## config.mk

```make
export PLATFORM = sky130hd
export DESIGN_NAME = ram_boot_loader_flat
export DESIGN_NICKNAME = d
export VERILOG_FILES = /design/src/rtl/ram_boot_loader_if.sv /design/src/rtl/ram_boot_loader.sv /design/src/flat_wrapper.sv
export SDC_FILE = /design/constraint.sdc
export NUM_CORES = 1
export LEC_CHECK = 0
export ABC_CLOCK_PERIOD_IN_PS = 3900
export CORE_MARGIN = 8
export CORE_UTILIZATION = 30
export DETAILED_ROUTE_END_ITERATION = 8
export PLACE_DENSITY = 0.55
export SLEW_MARGIN = 10
export SYNTH_ARGS = -nofsm -noshare
export SYNTH_HDL_FRONTEND = slang
export SYNTH_SLANG_ARGS = --single-unit
```

## constraint.sdc

```tcl
create_clock -name clk -period 3.9 [get_ports clk]
set_input_delay 0.585 -clock clk [delete_from_list [all_inputs] [get_ports clk]]
set_output_delay 0.585 -clock clk [all_outputs]
set_load 0.01 [all_outputs]
```

## src/rtl/ram_boot_loader_if.sv

```systemverilog
// Signal bundle between ram_boot_loader (slave) and its host/RAM side (master).
interface ram_boot_loader_if #(
  parameter int ADDR_WIDTH = 20
);
  logic                  start_i;
  logic [ADDR_WIDTH-1:0] base_addr_i;
  logic                  rx_valid_i;
  logic [7:0]            rx_data_i;
  logic                  rx_ready_o;
  logic                  mem_en_o;
  logic [3:0]            mem_we_o;
  logic [ADDR_WIDTH-1:0] mem_addr_o;
  logic [31:0]           mem_data_o;
  logic                  busy_o;
  logic                  done_o;
  logic                  error_o;

  modport master (
    output start_i, base_addr_i, rx_valid_i, rx_data_i,
    input  rx_ready_o, mem_en_o, mem_we_o, mem_addr_o, mem_data_o, busy_o, done_o, error_o
  );

  modport slave (
    input  start_i, base_addr_i, rx_valid_i, rx_data_i,
    output rx_ready_o, mem_en_o, mem_we_o, mem_addr_o, mem_data_o, busy_o, done_o, error_o
  );
endinterface

```

## src/rtl/ram_boot_loader.sv

```systemverilog
// Streams a length-prefixed byte payload from a host link into RAM as 32-bit words.
// Define RS5_BOOT_CHECKSUM_EN to require a trailing XOR checksum byte.
module ram_boot_loader #(
  parameter int MEM_WIDTH  = 1048576,
  parameter int ADDR_WIDTH = $clog2(MEM_WIDTH)
) (
  input logic              clk,
  input logic              reset,
  ram_boot_loader_if.slave bus
);
  localparam int CW = ADDR_WIDTH + 1;

`ifdef RS5_BOOT_CHECKSUM_EN
  typedef enum logic [2:0] {IDLE, HDR, DATA, FLUSH, CHK, DONE} state_t;
`else
  typedef enum logic [2:0] {IDLE, HDR, DATA, FLUSH, DONE} state_t;
`endif

  state_t                state_q, state_d;
  logic [ADDR_WIDTH-1:0] base_q, base_d;
  logic [31:0]           len_q, len_d;
  logic [CW-1:0]         cnt_q, cnt_d;
  logic [31:0]           asm_q, asm_d;
  logic                  rx_ready_q, rx_ready_d;
  logic                  busy_q, busy_d;
  logic                  done_q, done_d;
  logic                  err_q, err_d;
  logic                  mem_en_q, mem_en_d;
  logic [3:0]            mem_we_q, mem_we_d;
  logic [ADDR_WIDTH-1:0] mem_addr_q, mem_addr_d;
  logic [31:0]           mem_data_q, mem_data_d;
`ifdef RS5_BOOT_CHECKSUM_EN
  logic [7:0]            chk_q, chk_d;
`endif

  logic        accept;
  logic [1:0]  lane;
  logic        last_byte;
  logic [31:0] word;
  logic [31:0] hdr_len;
  logic [32:0] hdr_end;
  logic [3:0]  lane_mask;

  always_comb begin
    accept    = bus.rx_valid_i && rx_ready_q;
    lane      = cnt_q[1:0];
    last_byte = (cnt_q + CW'(1)) == len_q[CW-1:0];
    // A new word starts from zero so unused lanes of a partial word read as 0.
    word      = (lane == 2'd0) ? 32'h0 : asm_q;
    word[{lane, 3'b000} +: 8] = bus.rx_data_i;
    hdr_len   = {bus.rx_data_i, len_q[31:8]};
    hdr_end   = 33'(base_q) + {1'b0, hdr_len};
    case (lane)
      2'd0:    lane_mask = 4'b0001;
      2'd1:    lane_mask = 4'b0011;
      2'd2:    lane_mask = 4'b0111;
      default: lane_mask = 4'b1111;
    endcase

    state_d    = state_q;
    base_d     = base_q;
    len_d      = len_q;
    cnt_d      = cnt_q;
    asm_d      = asm_q;
    err_d      = err_q;
    mem_en_d   = 1'b0;
    mem_we_d   = 4'b0000;
    mem_addr_d = '0;
    mem_data_d = 32'h0;
`ifdef RS5_BOOT_CHECKSUM_EN
    chk_d      = chk_q;
`endif

    case (state_q)
      IDLE: begin
        if (bus.start_i) begin
          err_d = 1'b0;
          if (bus.base_addr_i[1:0] != 2'b00) begin
            err_d   = 1'b1;
            state_d = DONE;
          end else begin
            base_d  = bus.base_addr_i;
            len_d   = 32'h0;
            cnt_d   = '0;
            state_d = HDR;
          end
        end
      end
      HDR: begin
        if (accept) begin
          len_d = hdr_len;
          cnt_d = cnt_q + CW'(1);
          if (cnt_q == CW'(3)) begin
            cnt_d = '0;
            asm_d = 32'h0;
`ifdef RS5_BOOT_CHECKSUM_EN
            chk_d = 8'h00;
`endif
            if (hdr_len == 32'd0) begin
`ifdef RS5_BOOT_CHECKSUM_EN
              state_d = CHK;
`else
              state_d = DONE;
`endif
            end else if (hdr_end > 33'(MEM_WIDTH)) begin
              err_d   = 1'b1;
              state_d = DONE;
            end else begin
              state_d = DATA;
            end
          end
        end
      end
      DATA: begin
        if (accept) begin
          asm_d = word;
          cnt_d = cnt_q + CW'(1);
`ifdef RS5_BOOT_CHECKSUM_EN
          chk_d = chk_q ^ bus.rx_data_i;
`endif
          if (lane == 2'd3 || last_byte) begin
            mem_en_d   = 1'b1;
            mem_we_d   = lane_mask;
            mem_addr_d = base_q + ADDR_WIDTH'(cnt_q & ~CW'(3));
            mem_data_d = word;
          end
          if (last_byte) state_d = FLUSH;
        end
      end
      // The final write is on the bus during this state, so DONE never overlaps it.
      FLUSH: begin
`ifdef RS5_BOOT_CHECKSUM_EN
        state_d = CHK;
`else
        state_d = DONE;
`endif
      end
`ifdef RS5_BOOT_CHECKSUM_EN
      CHK: begin
        if (accept) begin
          if (bus.rx_data_i != chk_q) err_d = 1'b1;
          state_d = DONE;
        end
      end
`endif
      DONE:    state_d = IDLE;
      default: state_d = IDLE;
    endcase

`ifdef RS5_BOOT_CHECKSUM_EN
    rx_ready_d = (state_d == HDR) || (state_d == DATA) || (state_d == CHK);
`else
    rx_ready_d = (state_d == HDR) || (state_d == DATA);
`endif
    busy_d = (state_d != IDLE);
    done_d = (state_d == DONE);
  end

  always_ff @(posedge clk) begin
    if (reset) begin
      state_q    <= IDLE;
      base_q     <= '0;
      len_q      <= 32'h0;
      cnt_q      <= '0;
      asm_q      <= 32'h0;
      rx_ready_q <= 1'b0;
      busy_q     <= 1'b0;
      done_q     <= 1'b0;
      err_q      <= 1'b0;
      mem_en_q   <= 1'b0;
      mem_we_q   <= 4'b0000;
      mem_addr_q <= '0;
      mem_data_q <= 32'h0;
`ifdef RS5_BOOT_CHECKSUM_EN
      chk_q      <= 8'h00;
`endif
    end else begin
      state_q    <= state_d;
      base_q     <= base_d;
      len_q      <= len_d;
      cnt_q      <= cnt_d;
      asm_q      <= asm_d;
      rx_ready_q <= rx_ready_d;
      busy_q     <= busy_d;
      done_q     <= done_d;
      err_q      <= err_d;
      mem_en_q   <= mem_en_d;
      mem_we_q   <= mem_we_d;
      mem_addr_q <= mem_addr_d;
      mem_data_q <= mem_data_d;
`ifdef RS5_BOOT_CHECKSUM_EN
      chk_q      <= chk_d;
`endif
    end
  end

  // Outputs are masked by reset so they read 0 from the first reset cycle onward.
  assign bus.rx_ready_o = rx_ready_q & ~reset;
  assign bus.busy_o     = busy_q & ~reset;
  assign bus.done_o     = done_q & ~reset;
  assign bus.error_o    = err_q & ~reset;
  assign bus.mem_en_o   = mem_en_q & ~reset;
  assign bus.mem_we_o   = mem_we_q & {4{~reset}};
  assign bus.mem_addr_o = mem_addr_q & {ADDR_WIDTH{~reset}};
  assign bus.mem_data_o = mem_data_q & {32{~reset}};
endmodule

```

## src/flat_wrapper.sv

```systemverilog
// flat-port wrapper written by rule: the top's interface ports become plain ports
module ram_boot_loader_flat 
#(
  parameter int MEM_WIDTH  = 1048576,
  parameter int ADDR_WIDTH = $clog2(MEM_WIDTH)
)
  (clk, reset, bus_start_i, bus_base_addr_i, bus_rx_valid_i, bus_rx_data_i, bus_rx_ready_o, bus_mem_en_o, bus_mem_we_o, bus_mem_addr_o, bus_mem_data_o, bus_busy_o, bus_done_o, bus_error_o);
  ram_boot_loader_if #(.ADDR_WIDTH(ADDR_WIDTH)) bus_i ();
  input logic clk;
  input logic reset;
  input wire logic [$bits(bus_i.start_i)-1:0] bus_start_i;
  input wire logic [$bits(bus_i.base_addr_i)-1:0] bus_base_addr_i;
  input wire logic [$bits(bus_i.rx_valid_i)-1:0] bus_rx_valid_i;
  input wire logic [$bits(bus_i.rx_data_i)-1:0] bus_rx_data_i;
  output wire logic [$bits(bus_i.rx_ready_o)-1:0] bus_rx_ready_o;
  output wire logic [$bits(bus_i.mem_en_o)-1:0] bus_mem_en_o;
  output wire logic [$bits(bus_i.mem_we_o)-1:0] bus_mem_we_o;
  output wire logic [$bits(bus_i.mem_addr_o)-1:0] bus_mem_addr_o;
  output wire logic [$bits(bus_i.mem_data_o)-1:0] bus_mem_data_o;
  output wire logic [$bits(bus_i.busy_o)-1:0] bus_busy_o;
  output wire logic [$bits(bus_i.done_o)-1:0] bus_done_o;
  output wire logic [$bits(bus_i.error_o)-1:0] bus_error_o;
  assign bus_i.start_i = bus_start_i;
  assign bus_i.base_addr_i = bus_base_addr_i;
  assign bus_i.rx_valid_i = bus_rx_valid_i;
  assign bus_i.rx_data_i = bus_rx_data_i;
  assign bus_rx_ready_o = bus_i.rx_ready_o;
  assign bus_mem_en_o = bus_i.mem_en_o;
  assign bus_mem_we_o = bus_i.mem_we_o;
  assign bus_mem_addr_o = bus_i.mem_addr_o;
  assign bus_mem_data_o = bus_i.mem_data_o;
  assign bus_busy_o = bus_i.busy_o;
  assign bus_done_o = bus_i.done_o;
  assign bus_error_o = bus_i.error_o;
  ram_boot_loader #(.MEM_WIDTH(MEM_WIDTH), .ADDR_WIDTH(ADDR_WIDTH)) u_core (.clk(clk), .reset(reset), .bus(bus_i));
endmodule
```

Word-level counts from Yosys, hierarchy flattened:

Index checks and enable logic that the tools add are counted.

* flip-flop bits (word level): 169
* latch bits: 0
* RAM bits: 0
* ROM bits: 0
* bits of input ports: 32
* output and inout bits: 61
* word-level logic and storage cells: 103
* memories kept: 0

* add/sub/neg operators: 4
* $mul: 0
* divide/modulo/power cells: 0
* $lt $le $gt $ge: 1
* eq/ne operators: 18
* shift-type cells: 2
* muxes and demuxes: 34
* bitwise gates (word level): 13
* reduce and logical (&&, ||, !) cells: 18

Operators with widths (number)
* 32-bit 2-to-1 mux: 7
* 32-bit one-hot mux with 2 select lines: 2
* 21-bit 2-to-1 mux: 5
* 21-bit one-hot mux with 3 select lines: 1
* 20-bit by 32-bit adder with 33-bit output: 1
* 33-bit by 21-bit greater-than comparator with 1-bit output (second input constant): 1
* 32-bit bitwise AND: 1
* 32-bit bitwise mux: 1
* 32-bit logical NOT: 1
* 8-bit by 7-bit variable shift with 32-bit output (first input constant): 1
* 8-bit by 7-bit variable part select with 32-bit output: 1
* 3-bit 2-to-1 mux: 8
* 21-bit by 1-bit adder with 21-bit output (second input constant): 1
* 21-bit by 2-bit equality test with 1-bit output (second input constant): 1
* 21-bit equality test: 1
* 20-bit adder: 1
* 20-bit bitwise AND: 1
* 3-bit one-hot mux with 4 select lines: 1
* 4-bit one-hot mux with 3 select lines: 1
* 3-bit by 2-bit equality test with 1-bit output (second input constant): 3
* 2-bit by 1-bit != test with 1-bit output (second input constant): 4
* 4-bit AND reduction: 2
* 1-bit 2-to-1 mux: 7
* 5-bit negation with 7-bit output: 1
* other kinds (20): 36

Longest topological paths before layout:

* depth in word-level cells: 9
* depth in mapped cells: 14
* mapped depth without buffers: 13

Worst setup path after synthesis:

OpenSTA, ideal clock, no wires.

* kind: register -> register
* from: register u_core.len_q[8]
* to: register u_core.busy_q
* library setup time: 114 ps
* arrival: 3620 ps
* path slack: 166 ps
* stages on the path, launching flop included: 13
* period minus slack after synthesis: 3734 ps
* cells stage by stage: dfxtp_1 -> ha_1 -> fa_1 -> a211oi_2 -> o22ai_1 -> a2111o_1 -> nor4_1 -> and4_1 -> nand4_1 -> o41ai_1 -> or4b_4 -> o311a_1 -> a21o_1

* cells in the longest elaborated chain, start to end: 8
* elaborated cells on any way between the ends: 12
* classes of those cells: add/sub: 1; order compare: 1; eq/ne: 1; mux: 7; reduce/logical: 2

RTL lines
* from (decl): line ram_boot_loader.sv:21 `logic [31:0] len_q, len_d;`
* from (signal assigned): line ram_boot_loader.sv:180 `len_q <= len_d;`
* 20-bit by 32-bit adder with 33-bit output: line ram_boot_loader.sv:52 `hdr_end = 33'(base_q) + {1'b0, hdr_len};`
* 33-bit by 21-bit greater-than comparator with 1-bit output: line ram_boot_loader.sv:105 `end else if (hdr_end > 33'(MEM_WIDTH)) begin`
* 3-bit 2-to-1 mux: line ram_boot_loader.sv:105
* 3-bit 2-to-1 mux: line ram_boot_loader.sv:99 `if (hdr_len == 32'd0) begin`
* 3-bit 2-to-1 mux: line ram_boot_loader.sv:93 `if (cnt_q == CW'(3)) begin`
* 3-bit 2-to-1 mux: line ram_boot_loader.sv:90 `if (accept) begin`
* 3-bit one-hot mux with 4 select lines (*): line ram_boot_loader.sv:74 `case (state_q)`
* 3-bit nonzero test (*): line ram_boot_loader.sv:155 `busy_d = (state_d != IDLE);`
* to (signal assigned): line ram_boot_loader.sv:184 `busy_q <= busy_d;`
* to (decl): line ram_boot_loader.sv:25 `logic busy_q, busy_d;`

Mark *: on every way between the ends. The rest lies on a longest branch, timed or not.
A chain may end at the register's enable or synchronous reset.

Worst setup path in the final report:

Ends and elaborated chain as after synthesis.

==> results.toml <==
[outcome]
outcome = "complete, no violations"

[logic_synthesis]
synth_compound_area_share_pct = 22.1
syn-instance-count = 1188
yosys_warnings = 0
muxShareOfSynthArea_pct = 0.433
synth_fp_nets = 1266
netlist_area_um2 = 9540
synth_cell_type_count = 76
synth-seq-area-share_pct = 35.5
ys_ff_latch = 169
synth_edf_count = 0
synth_top_flop_cell = "dfxtp_1"
synth-simple-area-share_pct = 25.9
ys_async_sr_fraction_pct = 0
synthXorXnorAreaFrac_pct = 4.87
syn_avg_cell_area_um2 = 8.03
synth_fa_ha_area_share_pct = 6.19
synth_top_family_by_area = "simple AND/OR/NAND/NOR gates"

[critical_path]
r2r-start = "u_core.len_q[8]$_SDFFE_PP0P_"
path_class = "reg -> reg"
cp-start-kind = "register"
max_stage_delay_ps = 520
critPathBufInv = 2
crit_start = "u_core.len_q[8]$_SDFFE_PP0P_"
cpMaxStageDelayCell = "or4b_4"
cpLargestDelayFamily = "compound AO/OA/AOI/OAI gates"
cp.arrival_ps = 4140
crit_fanout = 4
crit_required_ps = 4230
worstPathCellList = "ha_1, fa_2, a211oi_2, buf_4, o21ai_1, a31oi_2, buf_4, a31oi_2, nor3_1, o211ai_1, o41ai_2, or4b_4, o311a_1, a21o_1"
end_kind = "register"

[layout]
diodes = 0
stdcell_area_um2 = 11800
fill_cells = 3255
utilization_pct = 37.5
drive_above_1_share_pct = 10.8
final_net_count = 1369
multi_input_comb_area_um2 = 5720
final_common_cell = "nor2_1"
final_cell_mix = "181 x nor2_1, 169 x dfxtp_1, 97 x a22oi_1, 91 x clkdlybuf4s50_1, 81 x nand2_1"
regArea_um2 = 3380
syn2layout_area_growth_pct = 23.7

[clock_tree]
cts_hold_buf = 0
clockRootBuffer = "clkbuf_16"
cts_sinks = 169
cts_buffers = 17
cts_tree = "yes"
cts_buffer_depth = 2
clk_latency_ps = 440
path_clk_slew_ps = 70
htree_levels = 4

[floorplanning]
dieArea_um2 = 37800
initial_core_util_pct = 30.3
die_y_um = 194
io_pins = 93
rows = 65
core_area_um2 = 31500
dieWidth_um = 194

[routing]
wire_per_inst_um = 17.9
drcViolationCount = 0
drt_iter0_markers = 698
via_count = 9072
drtAntennaViolNets = 0
wirelength_um = 30500
via_per_inst = 5.32
dr.pass1.iters = 5

[placement]
portBuffers = 92
placed_cell_area_um2 = 11100
routabilityCongestion = 0.902
place_hpwl_um = 22900
pre_cts_slack_ps = 34.7

[min_path]
hp-start = "u_core.base_q[0]$_SDFFE_PP0P_"
hp-class = "reg -> reg"

[pwr]
p_clk_share_pct = 47.3
leakage_nw = 4.41
power_frac_comb_pct = 6.2
sw_frac_of_total_pct = 25.2
pwr-share-seq_pct = 46.4
peakVddDrop_mv = 0.256
powerDensity_nw_per_um2 = 319
p_int_mw = 2.82
fin_total_pwr_mw = 3.77
switching_power_mw = 0.951

[global_route]
grt_pass1_wl_um = 48000
met2_usage_pct = 25.3
gr-usage-met1_pct = 20.6
antenna_found_initial = 0
busiest_layer = "met2"
grt_util_met3_pct = 2.88
grt_pass1_vias = 8593
grt_overflow_total = 0
grt_use_total_pct = 15.8
grt_max_degree = 61

[sta]
hold_viol = 0
fin_ws_ps = 91.7
fin_skew_ps = 10.1
worst_slew_pin_slew_ps = 1120
max_freq_mhz = 263
setup_viol = 0
drv_slew = 0
whs_ps = 496
fin_crit_sh_pct = 97.6
maxSlewHeadroom_pct = 24.8
min_period_ps = 3810

[run]
cap_viol_max_count = 0
registers in the layout, indices dropped and copies added (netlist names):
name and flops:
u_core.asm_q 32, u_core.base_q 20, u_core.busy_q 1, u_core.cnt_q 21
u_core.done_q 1, u_core.err_q 1, u_core.len_q 32, u_core.mem_addr_q 20
u_core.mem_data_q 32, u_core.mem_en_q 1, u_core.mem_we_q 4, u_core.rx_ready_q 1
u_core.state_q 3
cell families after synthesis:
kind of cell | after synthesis
xor gates and xnor gates | 53
and+or+nand+nor | 498
muxes | 4
DFF | 169
buffers and inverters | 108
AOI/OAI and AO/OA | 310
adders and majority gates | 46
final timing paths:
path              depth (start not counted)                              end  slack (ps)
hold reg to reg                           1  u_core.mem_addr_q[0]$_SDFF_PP0_         500
hold / removal                            1  u_core.mem_addr_q[0]$_SDFF_PP0_         500
setup reg to reg                         14         u_core.busy_q$_SDFF_PP0_          90
setup / recovery                         14         u_core.busy_q$_SDFF_PP0_          90
cells in the mapped netlist (all sizes together) (3+ instances only):
library cell | count | area [µm²]
a21o | 12 | 90.1
a31o | 3 | 26.3
o2111ai | 3 | 26.3
and4 | 4 | 35.0
clkbuf | 66 | 258
or2b | 3 | 23.8
nand3 | 28 | 140
nor3 | 22 | 115
xor2 | 19 | 166
a2111oi | 3 | 45.0
nor4b | 4 | 35.0
and2 | 8 | 51.3
mux2i | 3 | 30.0
nand2 | 81 | 304
and3 | 10 | 63.8
nor4 | 14 | 87.6
o41ai | 4 | 35.0
xnor2 | 34 | 298
nand4 | 18 | 113
a211oi | 11 | 87.6
a21oi | 72 | 360
or2 | 7 | 43.8
o21ai | 44 | 220
o31ai | 6 | 45.0
a32oi | 4 | 35.0
a22oi | 97 | 728
nor3b | 7 | 52.6
nor2b | 71 | 444
nor2 | 183 | 687
or4 | 6 | 45.0
dfxtp | 169 | 3380
a311oi | 3 | 26.3
nand2b | 9 | 56.3
buf | 16 | 124
nand3b | 5 | 37.5
ha | 44 | 551
o211ai | 7 | 52.6
a31oi | 14 | 93.8
inv | 26 | 97.6
o21a | 5 | 37.5
or3 | 12 | 77.6
a211o | 4 | 35.0
o311a | 3 | 31.3
power groups by stage:
stage / clock network [mW] / registers, mW / logic (mW)
global route: 1.89 / 1.75 / 0.254
floorplan: 0 / 1.78 / 0.135
global placement: 0 / 1.79 / 0.231
finish: 1.78 / 1.75 / 0.235
CTS: 1.82 / 1.75 / 0.233
detailed placement: 0 / 1.79 / 0.231
metal layers:
metal | share of wire (%) | routed length, µm
met1 | 46 | 14100
met2 | 45 | 13800
met3 | 5.2 | 1600
met4 | 3.1 | 932
met5 | 0 | 0
layout make-up:
cell class | count | area share [%]
multi-input combinational | 911 | 48.4
sequential | 169 | 28.7
timing repair buffer | 166 | 12.6
tap | 402 | 4.26
clock buffer | 18 | 3.72
clock inverter | 14 | 1.52
inverter | 26 | 0.827
per-stage QoR:
step | setup TNS [ps] | cells
after floorplan | 0 | 1188
after global placement | 0 | 1671
after detailed placement | 0 | 1671
after CTS | 0 | 1704
after global routing | -28.9 | 1706
final | 0 | 1706
repair_timing:
action | CTS | global route
resized for setup | 0 | 4
pin swaps | 0 | 3
gates cloned | 0 | 0
buffers inserted | 1 | 2
setup endpoints to repair | 1 | 6
Note: power is estimated with default switching activity, not from simulation.
